File: src/rtl/reg_load_demux.sv
// Write-side demux: captures the shared bus into one of r0..r15 selected by a
// 5-bit code (0 = no-op, 1..16 = r0..r15), using a two-state IDLE/COMMIT FSM.
module reg_load_demux #(
  parameter int WIDTH = 16,
  parameter int NREGS = 16,
  parameter int SEL_W = 5
) (
  input  logic             clk,
  input  logic             rst,
  input  logic [WIDTH-1:0] bus,
  input  logic [SEL_W-1:0] control,
  input  logic             wr_en,
  output logic             busy,
  output logic             ack,
  output logic             err,
  output logic [WIDTH-1:0] r0,
  output logic [WIDTH-1:0] r1,
  output logic [WIDTH-1:0] r2,
  output logic [WIDTH-1:0] r3,
  output logic [WIDTH-1:0] r4,
  output logic [WIDTH-1:0] r5,
  output logic [WIDTH-1:0] r6,
  output logic [WIDTH-1:0] r7,
  output logic [WIDTH-1:0] r8,
  output logic [WIDTH-1:0] r9,
  output logic [WIDTH-1:0] r10,
  output logic [WIDTH-1:0] r11,
  output logic [WIDTH-1:0] r12,
  output logic [WIDTH-1:0] r13,
  output logic [WIDTH-1:0] r14,
  output logic [WIDTH-1:0] r15
);

  localparam int IDX_W = $clog2(NREGS);

  typedef enum logic {IDLE, COMMIT} state_t;

  state_t           state;
  logic [WIDTH-1:0] regs [NREGS];
  logic [WIDTH-1:0] hold_data;
  logic [IDX_W-1:0] hold_idx;
  logic             code_legal;

  // Only codes 1..NREGS reach the array; anything above is flagged as an error.
  assign code_legal = (control != '0) && (control <= SEL_W'(NREGS));

  always_ff @(posedge clk) begin
    if (rst) begin
      state     <= IDLE;
      busy      <= 1'b0;
      ack       <= 1'b0;
      err       <= 1'b0;
      hold_data <= '0;
      hold_idx  <= '0;
      // NOTE: the bank is flops, not RAM, so every entry can be cleared in one cycle.
      for (int i = 0; i < NREGS; i++) regs[i] <= '0;
    end else begin
      // NOTE: non-blocking defaults make ack/err single-cycle pulses; later branches override.
      ack <= 1'b0;
      err <= 1'b0;
      case (state)
        IDLE: begin
          if (wr_en) begin
            if (code_legal) begin
              hold_data <= bus;
              hold_idx  <= IDX_W'(control - SEL_W'(1));
              busy      <= 1'b1;
              state     <= COMMIT;
            end else if (control != '0) begin
              err <= 1'b1;
            end
          end
        end
        COMMIT: begin
          regs[hold_idx] <= hold_data;
          ack            <= 1'b1;
          busy           <= 1'b0;
          state          <= IDLE;
        end
        default: state <= IDLE;
      endcase
    end
  end

  assign r0  = regs[0];
  assign r1  = regs[1];
  assign r2  = regs[2];
  assign r3  = regs[3];
  assign r4  = regs[4];
  assign r5  = regs[5];
  assign r6  = regs[6];
  assign r7  = regs[7];
  assign r8  = regs[8];
  assign r9  = regs[9];
  assign r10 = regs[10];
  assign r11 = regs[11];
  assign r12 = regs[12];
  assign r13 = regs[13];
  assign r14 = regs[14];
  assign r15 = regs[15];

endmodule

File: config.mk
export PLATFORM = sky130hd
export DESIGN_NAME = reg_load_demux
export DESIGN_NICKNAME = d
export VERILOG_FILES = /design/src/rtl/reg_load_demux.sv
export SDC_FILE = /design/constraint.sdc
export NUM_CORES = 1
export LEC_CHECK = 0
export CORE_MARGIN = 5
export CORE_UTILIZATION = 50
export CTS_BUF_LIST = sky130_fd_sc_hd__clkbuf_4
export DETAILED_ROUTE_END_ITERATION = 10
export PLACE_DENSITY_LB_ADDON = 0.25
export SYNTH_ARGS = -nofsm -noshare
export SYNTH_HDL_FRONTEND = slang
export SYNTH_SLANG_ARGS = --single-unit
File: constraint.sdc
create_clock -name clk -period 2.45 [get_ports clk]
set_clock_uncertainty 0.15 [all_clocks]
set_input_delay 0.245 -clock clk [delete_from_list [all_inputs] [get_ports clk]]
set_output_delay 0.245 -clock clk [all_outputs]
set_load 0.01 [all_outputs]
* Word level (Yosys, flattened, before mapping)
Memory sizes are Yosys's and may differ from the RTL's. Index checks and enable logic that the tools add are counted.
Cells by class: $add $sub $neg 1, order comparisons 1, eq/ne operators 2, multiplexer cells 15, bitwise gates (word level) 2, reduce and logical (&&, ||, !) cells 6
Operator list (number):
- $mux 16 | 1
- $reduce_or 16->1 | 1
- $mux 1 | 11
- $le 5x5->1 const B | 1
- $reduce_bool 5->1 | 1
- $mux 4 | 1
- $ne 2x2->1 const B | 2
- $pmux 1 s2 | 2
- $reduce_or 4->1 | 1
- $sub 4x1->4 const B | 1
- $reduce_and 3->1 | 1
- $not 1->1 | 2
- $reduce_and 2->1 | 1
- $logic_and 1x1->1 | 1
Word-level totals: register bits after elaboration 24, RAM bits 256, input port bits 24, output and inout bits 259, logic and storage cells 34, memories kept 1
Memories:
- regs | words 16, width 16, rd ports 16, clocked after Yosys merged registers in 0, wr ports 16, line 39 | logic [WIDTH-1:0] regs [NREGS];

* Logic depth before layout (Yosys ltp)
Gate-level depths: netlist (run 1).
depth in word-level cells 5, mapped depth 9

* Least setup slack after synthesis (run 1)
OpenSTA, ideal clock, no wires.
path type register to register, start register state, end memory regs[1][0] (enable), arrival 1.491 ns, data required time 1.966 ns, setup slack 0.475 ns, cell stages (with the launch flop) 4, buffers on the path 0, period minus slack after synthesis 1.975 ns, cell sequence dfxtp_1 or4b_1 nor2_1 or2_2
RTL lines:
- from (decl) | line 38 | state_t state;
- from (signal assigned) | line 49 | state <= IDLE;
- from (signal assigned) | line 68 | state <= COMMIT;
- from (signal assigned) | line 78 | state <= IDLE;
- to (decl) | line 39

==> results of run 1 <==
==> placed cells by master (no fill, tap or decap), types with 3 or more instances in the layout <==
| cell type | count |
|---|---|
| a211oi_1 | 4 |
| a21oi_1 | 17 |
| and2_1 | 257 |
| buf_4 | 20 |
| clkbuf_4 | 107 |
| clkdlybuf4s50_1 | 281 |
| clkinv_1 | 10 |
| dfxtp_1 | 24 |
| dlygate4sd3_1 | 14 |
| edfxtp_1 | 256 |
| inv_1 | 3 |
| nand2_1 | 33 |
| nor2_1 | 17 |
| nor3_1 | 3 |
| nor3_2 | 3 |
| or2_2 | 16 |
==> per-layer routing <==
layer	vias up	part of all wire [%]	global-route usage [%]	wire length [um]
met1	3299	37	27.55	10330
li1	3107	-	-	-
met3	58	8.1	6.287	2251
met4	0	2.9	8.999	794
met5	-	0	0	0
met2	293	52	39.72	14320
==> power by group through the flow <==
| stage | Clock [mW] | Combinational, mW | Sequential [mW] |
|---|---|---|---|
| after floorplan | 0 | 0.157 | 5.61 |
| after global placement | 0 | 0.627 | 5.61 |
| after detailed placement | 0 | 0.635 | 5.61 |
| after CTS | 4.05 | 0.657 | 5.51 |
| after global routing | 4.37 | 0.687 | 5.52 |
| final | 3.98 | 0.653 | 5.50 |
==> flip-flops by register name, indices dropped and copies added (netlist names) <==
register and cells:
busy 1, state 1, err 1, hold_idx 4, regs 256, ack 1, hold_data 16
==> area by class of cell <==
class / count / area, um^2 / share of cell area [%]
Antenna cell: 1 / 2.502 / 0.01696
Tap cell: 275 / 344.1 / 2.333
Sequential cell: 280 / 8168 / 55.37
Clock buffer: 107 / 803.3 / 5.446
Multi-Input combinational cell: 365 / 2188 / 14.84
Timing Repair Buffer: 317 / 3128 / 21.21
Clock inverter: 14 / 105.1 / 0.7125
Inverter: 3 / 11.26 / 0.07634
==> what timing repair did <==
action                    in CTS  in global routing
hold endpoints to repair      19                  0
buffers inserted               0                  0
hold buffers                  14                  0
==> cells by family (layout without fill, tap and decap cells) <==
logic type / count (synthesis) / after routing / share of synthesized area [%]
adders and majority gates: 2 / 2 / 0.2379
buffers and inverters: 44 / 441 / 1.606
AOI/OAI and AO/OA: 21 / 21 / 1.095
other: 0 / 1 / 0
and+or+nand+nor: 340 / 340 / 19.22
xor gates and xnor gates: 2 / 2 / 0.1666
DFF: 280 / 280 / 77.68
==> critical path, cell delays in order (launching register included) <==
cell and delay [ns]:
dfxtp_1 0.46, or4b_1 0.57, nor2_1 0.22, or2_2 0.42
==> worst paths after layout <==
kind / endpoint / startpoint / cells after the start
setup / recovery: regs[1][7] / state / 3
hold / removal: hold_data[10] / bus[10] / 3
setup reg to reg: regs[1][7] / state / 3
hold reg to reg: hold_idx[2] / hold_idx[2] / 2
==> results.md, run 1 <==
| Step | Parameter | Reported |
|---|---|---|
| place | Final GP Congestion | 0.8093 |
| global routing | Vias in the first global route | 7035 |
| floorplanning | Ports | 283 |
| finish | Number of cells in the finished layout apart from fillers | 1362 |
| outcome | Outcome | complete, no violations |
| clock network | Number of sinks handled by clock tree synthesis | 280 |
| power | Internal Power | 7.897 mW |
| power | Combinational fraction of design power | 6.4% |
| worst setup path | Setup slack of the worst register-to-register path | 0.28 ns |
| worst setup path | CP Data Arrival Time | 2.31 ns |
| synthesis | Yosys top cell area share | 73.11% |
| drt | Final Routed Wirelength | 27700 um |
| clock network | CTS tree | done |
| timing | Final setup violation count | 0 |
| global routing | First-pass GRT wire length | 41440 um |
| timing | Setup_tns | 0 ns |
| power | Sequential power share | 54.3% |
| synthesis | Netlist area before placement | 10520 um^2 |
| timing | Max-slew violation total from the final report | 0 |
| clock network | H-tree depth reported by CTS | 3 |
| synthesis | EDFF count, synth | 256 |
| place | Inst Count DP | 1226 |
| worst hold path | Kind of path behind the tightest hold check | in -> reg |
| clock network | Post-cts sizing count | 0 |
| synthesis | Dominant cell by count in the synthesized netlist | and2_1 |
| clock network | Clock slew at reported path FFs | 0.06 ns |
| worst setup path | Worst Setup Start Kind | flop |
| synthesis | Proportion of register bits with asynchronous set or reset after synthesis | 0% |
| drt | 1st-iter DRT viols | 525 |
| global routing | Pin count of the biggest net entering global routing | 25 |
| synthesis | Count of cell types in the netlist | 24 |
| place | Placed Instance Area | 13700 um^2 |
| floorplanning | Area of the core | 20890 um^2 |
| place | HPWL Detailed | 18410 um |
| timing | Transition time at the pin with the least slew margin | 0.8070 ns |
| place | Pre-CTS setup slack | 0.1146 ns |
| clock network | Total CTS buffers | 69 |
| timing | Max Freq | 460.0 MHz |
| floorplanning | Starting density of the core | 50.34% |
| timing | Shortest clock period the worst path allows after layout | 2.174 ns |
| synthesis | Library cell occupying the most area in the post-synthesis netlist | edfxtp_1 |
| finish | Final Net Count | 1062 |
| power | Leakage Power | 5.570 nW |
| global routing | Overflow left after global routing | 0 |
| drt | DRC violation count after routing | 0 |
| timing | Headroom to the max-slew limit | 46.12% |
| floorplanning | Rows | 53 |
| finish | Utilization of the core after routing | 70.61% |
| timing | Share of the clock period used by the worst path after layout | 88.73% |
| synthesis | Prevailing post-synth register cell | edfxtp_1 |
| global routing | Tot GR Track Use | 23.01% |
| drt | First-pass detailed-route iteration total | 5 |
| worst setup path | Type of the worst setup path | reg -> reg |
| worst setup path | Largest fanout on the critical path | 16 |
| power | Switch share | 22.08% |
| worst setup path | Worst path required time | 2.58 ns |
| drt | ANT nets after route | 0 |
| timing | Hold WS | 0.05319 ns |
| synthesis | Cell count after synthesis | 689 |
| power | Clk network pwr share | 39.3% |
| timing | Number of failing hold endpoints at the final stage | 0 |
| power | Peak ir drop on the vdd network | 388.3 uV |
| drt | Number of vias in the routed layout | 6757 |
| synthesis | Synthesized Nets | 715 |
| synthesis | Register area share after synthesis | 77.68% |
| timing | Post-route worst setup slack | 0.2761 ns |
| power | Power per cell area | 687.0 nW/um^2 |
| clock network | Root buffer cell | clkbuf_4 |
| drt | Routed via count divided by cell count | 4.961 |
| finish | Area added between synthesis and finish | 40.28% |
| power | Switching power summed over all nets | 2.237 mW |
| worst setup path | Critical path capture point type | flop |
| clock network | Buffer depth of the longest clock path | 3 |
| floorplanning | Vert. Die Dim | 155.0 um |
| floorplanning | Die width | 155.0 um |
| finish | Number of fill cells | 1439 |
| finish | Proportion of layout cells with a drive suffix above 1 | 14.00% |
| clock network | Worst-skew pair later-pin latency | 0.64 ns |
| synthesis | FF+latch count, synth | 280 |
| synthesis | Mean Syn Cell Area | 15.26 um^2 |
| synthesis | Synthesis warning total | 0 |
| place | Number of input and output port buffers inserted | 282 |
| power | Overall power | 10.13 mW |
| timing | Unrepaired setup endpoints after global routing | false |
| synthesis | Most numerous cell types in the synthesized netlist | and2_1, edfxtp_1, clkbuf_1, nand2_1, dfxtp_1 |
| global routing | Number of antenna violations at the first check in global routing | 1 |
| floorplanning | Overall die area | 24030 um^2 |
| drt | Detail-routed net length per standard cell | 20.33 um |
| finish | Design area | 14750 um^2 |
| job | Number of violations of the max-capacitance limit | 0 |
| synthesis | Synth top area cells | edfxtp_1, and2_1, dfxtp_1 |
Note: power is estimated with default switching activity, not from simulation.
==> run 2: changes to the inputs <==
SLEW_MARGIN = 20   (was default)
==> results of run 2 <==
No change in the layout: final DEF, timing and power equal those of run 1.
==> run 3: changes to the inputs <==
GPL_TIMING_DRIVEN = 0   (was default)
SETUP_SLACK_MARGIN = 0.1   (was default)
==> run 3 against run 2 <==
Non-clock buffer count rose by 21. Power up 1.0%. Highest routed layer unchanged. Largest power group unchanged. Cell count grew 2.2%. Hold slack worse by 0.0015 ns. Combinational power up 9.6%. Sequential share of layout area is 0.41 points lower. Via count rose by 0.38%. Worst setup slack worse by 0.24 ns. Final area grew 0.75%. Routed wire length is 1.4% lower.
==> results.md, run 3 (synthesis results as in run 1) <==
| Step | Parameter | Reported | vs previous |
|---|---|---|---|
| power | Leakage Power | 5.554 nW | -0.28% |
| finish | Reg area | 8168 um^2 | unchanged |
| floorplanning | Vert. Die Dim | 155.0 um | unchanged |
| floorplanning | Overall die area | 24030 um^2 | unchanged |
| finish | Area added between synthesis and finish | 41.33% |  |
| global routing | Number of antenna violations at the first check in global routing | 1 | unchanged |
| clock network | CTS tree | done |  |
| global routing | First-pass GRT wire length | 40540 um | -2.2% |
| clock network | H-tree depth reported by CTS | 3 | unchanged |
| timing | Headroom to the max-slew limit | 53.95% | +7.8 points |
| clock network | Root buffer cell | clkbuf_4 |  |
| timing | Transition time at the pin with the least slew margin | 0.6908 ns | -0.1162 ns |
| global routing | Met2 global-route usage | 38.27% | -1.4 points |
| clock network | Clock slew at reported path FFs | 0.07 ns | about the same |
| power | Overall power | 10.24 mW | +1.0% |
| worst setup path | Worst Setup Start Kind | flop |  |
| worst setup path | Sequence of cells on the critical path | or4b_1 -> nor2_1 -> or2_4 |  |
| finish | Highest-count cells in the layout ignoring fill and taps | clkdlybuf4s50_1, and2_1, edfxtp_1 |  |
| clock network | Buffer depth of the longest clock path | 3 | unchanged |
| worst setup path | Top delay family on crit path | simple AND/OR/NAND/NOR gates |  |
| timing | Share of the clock period used by the worst path after layout | 98.44% | +9.7 points |
| worst setup path | Largest fanout on the critical path | 16 | unchanged |
| worst setup path | Type of the worst setup path | reg -> reg |  |
| power | Peak ir drop on the vdd network | 425.7 uV | +9.6% |
| timing | Shortest clock period the worst path allows after layout | 2.412 ns | +0.2378 ns |
| drt | Number of vias in the routed layout | 6783 | +0.38% |
| finish | Reg with most FFs | regs |  |
| finish | Most common cell after layout, fill and taps aside | clkdlybuf4s50_1 |  |
| worst setup path | Critical path's slowest cell | or4b_1 |  |
| timing | Unrepaired setup endpoints after global routing | true |  |
| power | Power per cell area | 688.8 nW/um^2 | +0.26% |
| clock network | Worst-skew pair later-pin latency | 0.64 ns | about the same |
| clock network | Number of sinks handled by clock tree synthesis | 280 | unchanged |
| timing | Number of failing hold endpoints at the final stage | 0 | unchanged |
| finish | Multi-input gate area in the final layout | 2248 um^2 | +2.7% |
| worst setup path | CP Data Arrival Time | 2.59 ns | +0.28 ns |
| drt | Final Routed Wirelength | 27300 um | -1.4% |
| floorplanning | Starting density of the core | 50.34% | unchanged |
| timing | Final setup violation count | 0 | unchanged |
| worst setup path | Critical path capture point type | flop |  |
| global routing | Most crowded layer after global routing | met2 |  |
| worst setup path | Largest stage delay on the critical path | 0.66 ns | +0.09 ns |
| floorplanning | Area of the core | 20890 um^2 | unchanged |
| drt | DRC violation count after routing | 0 | unchanged |
| worst hold path | Kind of path behind the tightest hold check | in -> reg |  |
| worst setup path | CP bufs+invs | 0 | unchanged |
| finish | Proportion of layout cells with a drive suffix above 1 | 13.36% | -0.63 points |
| floorplanning | Die width | 155.0 um | unchanged |
| global routing | Tot GR Track Use | 22.61% | -0.41 points |
| timing | Max-slew violation total from the final report | 0 | unchanged |
| timing | Max Freq | 414.6 MHz | -9.9% |
| global routing | GR Layer Usage met1 | 27.73% | +0.19 points |
| place | Number of input and output port buffers inserted | 282 | unchanged |
| drt | ANT nets after route | 0 | unchanged |
| finish | Largest regs | regs: 256 flops, hold_data: 16 flops, hold_idx: 4 flops |  |
| drt | Routed via count divided by cell count | 4.873 | -1.8% |
| clock network | Total CTS buffers | 70 | +1.4% |
| place | HPWL Detailed | 19030 um | +3.4% |
| worst setup path | Worst path required time | 2.62 ns | +0.04 ns |
| place | Final GP Congestion | 0.8078 | -0.19% |
| floorplanning | Rows | 53 | unchanged |
| floorplanning | Ports | 283 | unchanged |
| drt | 1st-iter DRT viols | 486 | -7.4% |
| global routing | Overflow left after global routing | 0 | unchanged |
| global routing | Vias in the first global route | 6818 | -3.1% |
| drt | First-pass detailed-route iteration total | 5 | unchanged |
| finish | Utilization of the core after routing | 71.14% | +0.53 points |
| finish | Final Net Count | 1085 | +2.2% |
| finish | Number of fill cells | 1454 | +1.0% |
| global routing | Pin count of the biggest net entering global routing | 17 | -32% |
| global routing | Met3 track utilization from global routing | 6.759% | +0.47 points |
| job | Number of violations of the max-capacitance limit | 0 | unchanged |
| outcome | Outcome | complete, no violations |  |
| finish | Max FFs per register | 256 | unchanged |
| drt | Detail-routed net length per standard cell | 19.61 um | -3.6% |
run 3: changes by cell type in the layout (fill, tap and decap cells not counted), moves of 2 or more:
cell,previous run,this run
or2_2,16,11
clkbuf_1,0,36
clkinv_1,10,13
buf_2,1,3
clkbuf_4,107,112
buf_4,20,1
nor2_2,0,5
nor2_4,0,2
or2_4,0,6
clkbuf_2,0,2
nor2_1,17,10
run 3: what timing repair did:
action	in CTS	in global routing
resized for setup	9	14
hold buffers	14	0
setup endpoints to repair	110	229
cloned	0	1
buffers inserted	0	1
pin swaps	0	1
hold endpoints to repair	14	0
run 3: cell type report:
type | instances | share of cell area (%)
buffer | 41 | 1.078
timing repair buffer | 297 | 19.99
antenna | 2 | 0.03368
sequential | 280 | 54.96
inverter | 3 | 0.07578
multi-input combinational | 366 | 15.13
clock inverter | 16 | 0.7578
tap | 275 | 2.315
clock buffer | 112 | 5.658
run 3: worst paths after layout:
kind,slack (ns),start,endpoint,depth (start not counted)
hold / removal,0.05,bus[6],hold_data[6],3
hold reg to reg,0.38,busy,busy,2
setup reg to reg,0.04,state,regs[9][10],3
setup / recovery,0.04,state,regs[9][10],3
run 3: routing by layer:
metal | vias up | share of wire (%)
li1 | 3176 | -
met1 | 3246 | 39
met2 | 302 | 50
met3 | 59 | 8.7
met4 | 0 | 3.0
met5 | - | 0
run 3: per-stage QoR:
stage	instance area (um^2)	setup TNS, ns	hold WS, ns	instances	worst slack (ns)
6_report	14860	0	0.05168	1392	0.03829
5_1_grt	14860	-2.181	0.03572	1392	-0.07548
4_1_cts	14810	0	0.001150	1388	0.04337
3_5_place_dp	13680	-62.99	0.3523	1246	-0.4658
3_3_place_gp	13680	-54.49	0.3445	1246	-0.4335
2_1_floorplan	10520	0	0.1908	689	0.4753
run 3: power by group:
group	internal (mW)	switching, mW
logic	0.345	0.371
clock network	2.28	1.79
registers	5.36	0.0888
run 3: worst min-delay path: cells and delay by family:
family,cells,cell delay [ns]
and+or+nand+nor,1,0.06
AOI/OAI and AO/OA,1,0.06
buffers and inverters,1,0.42
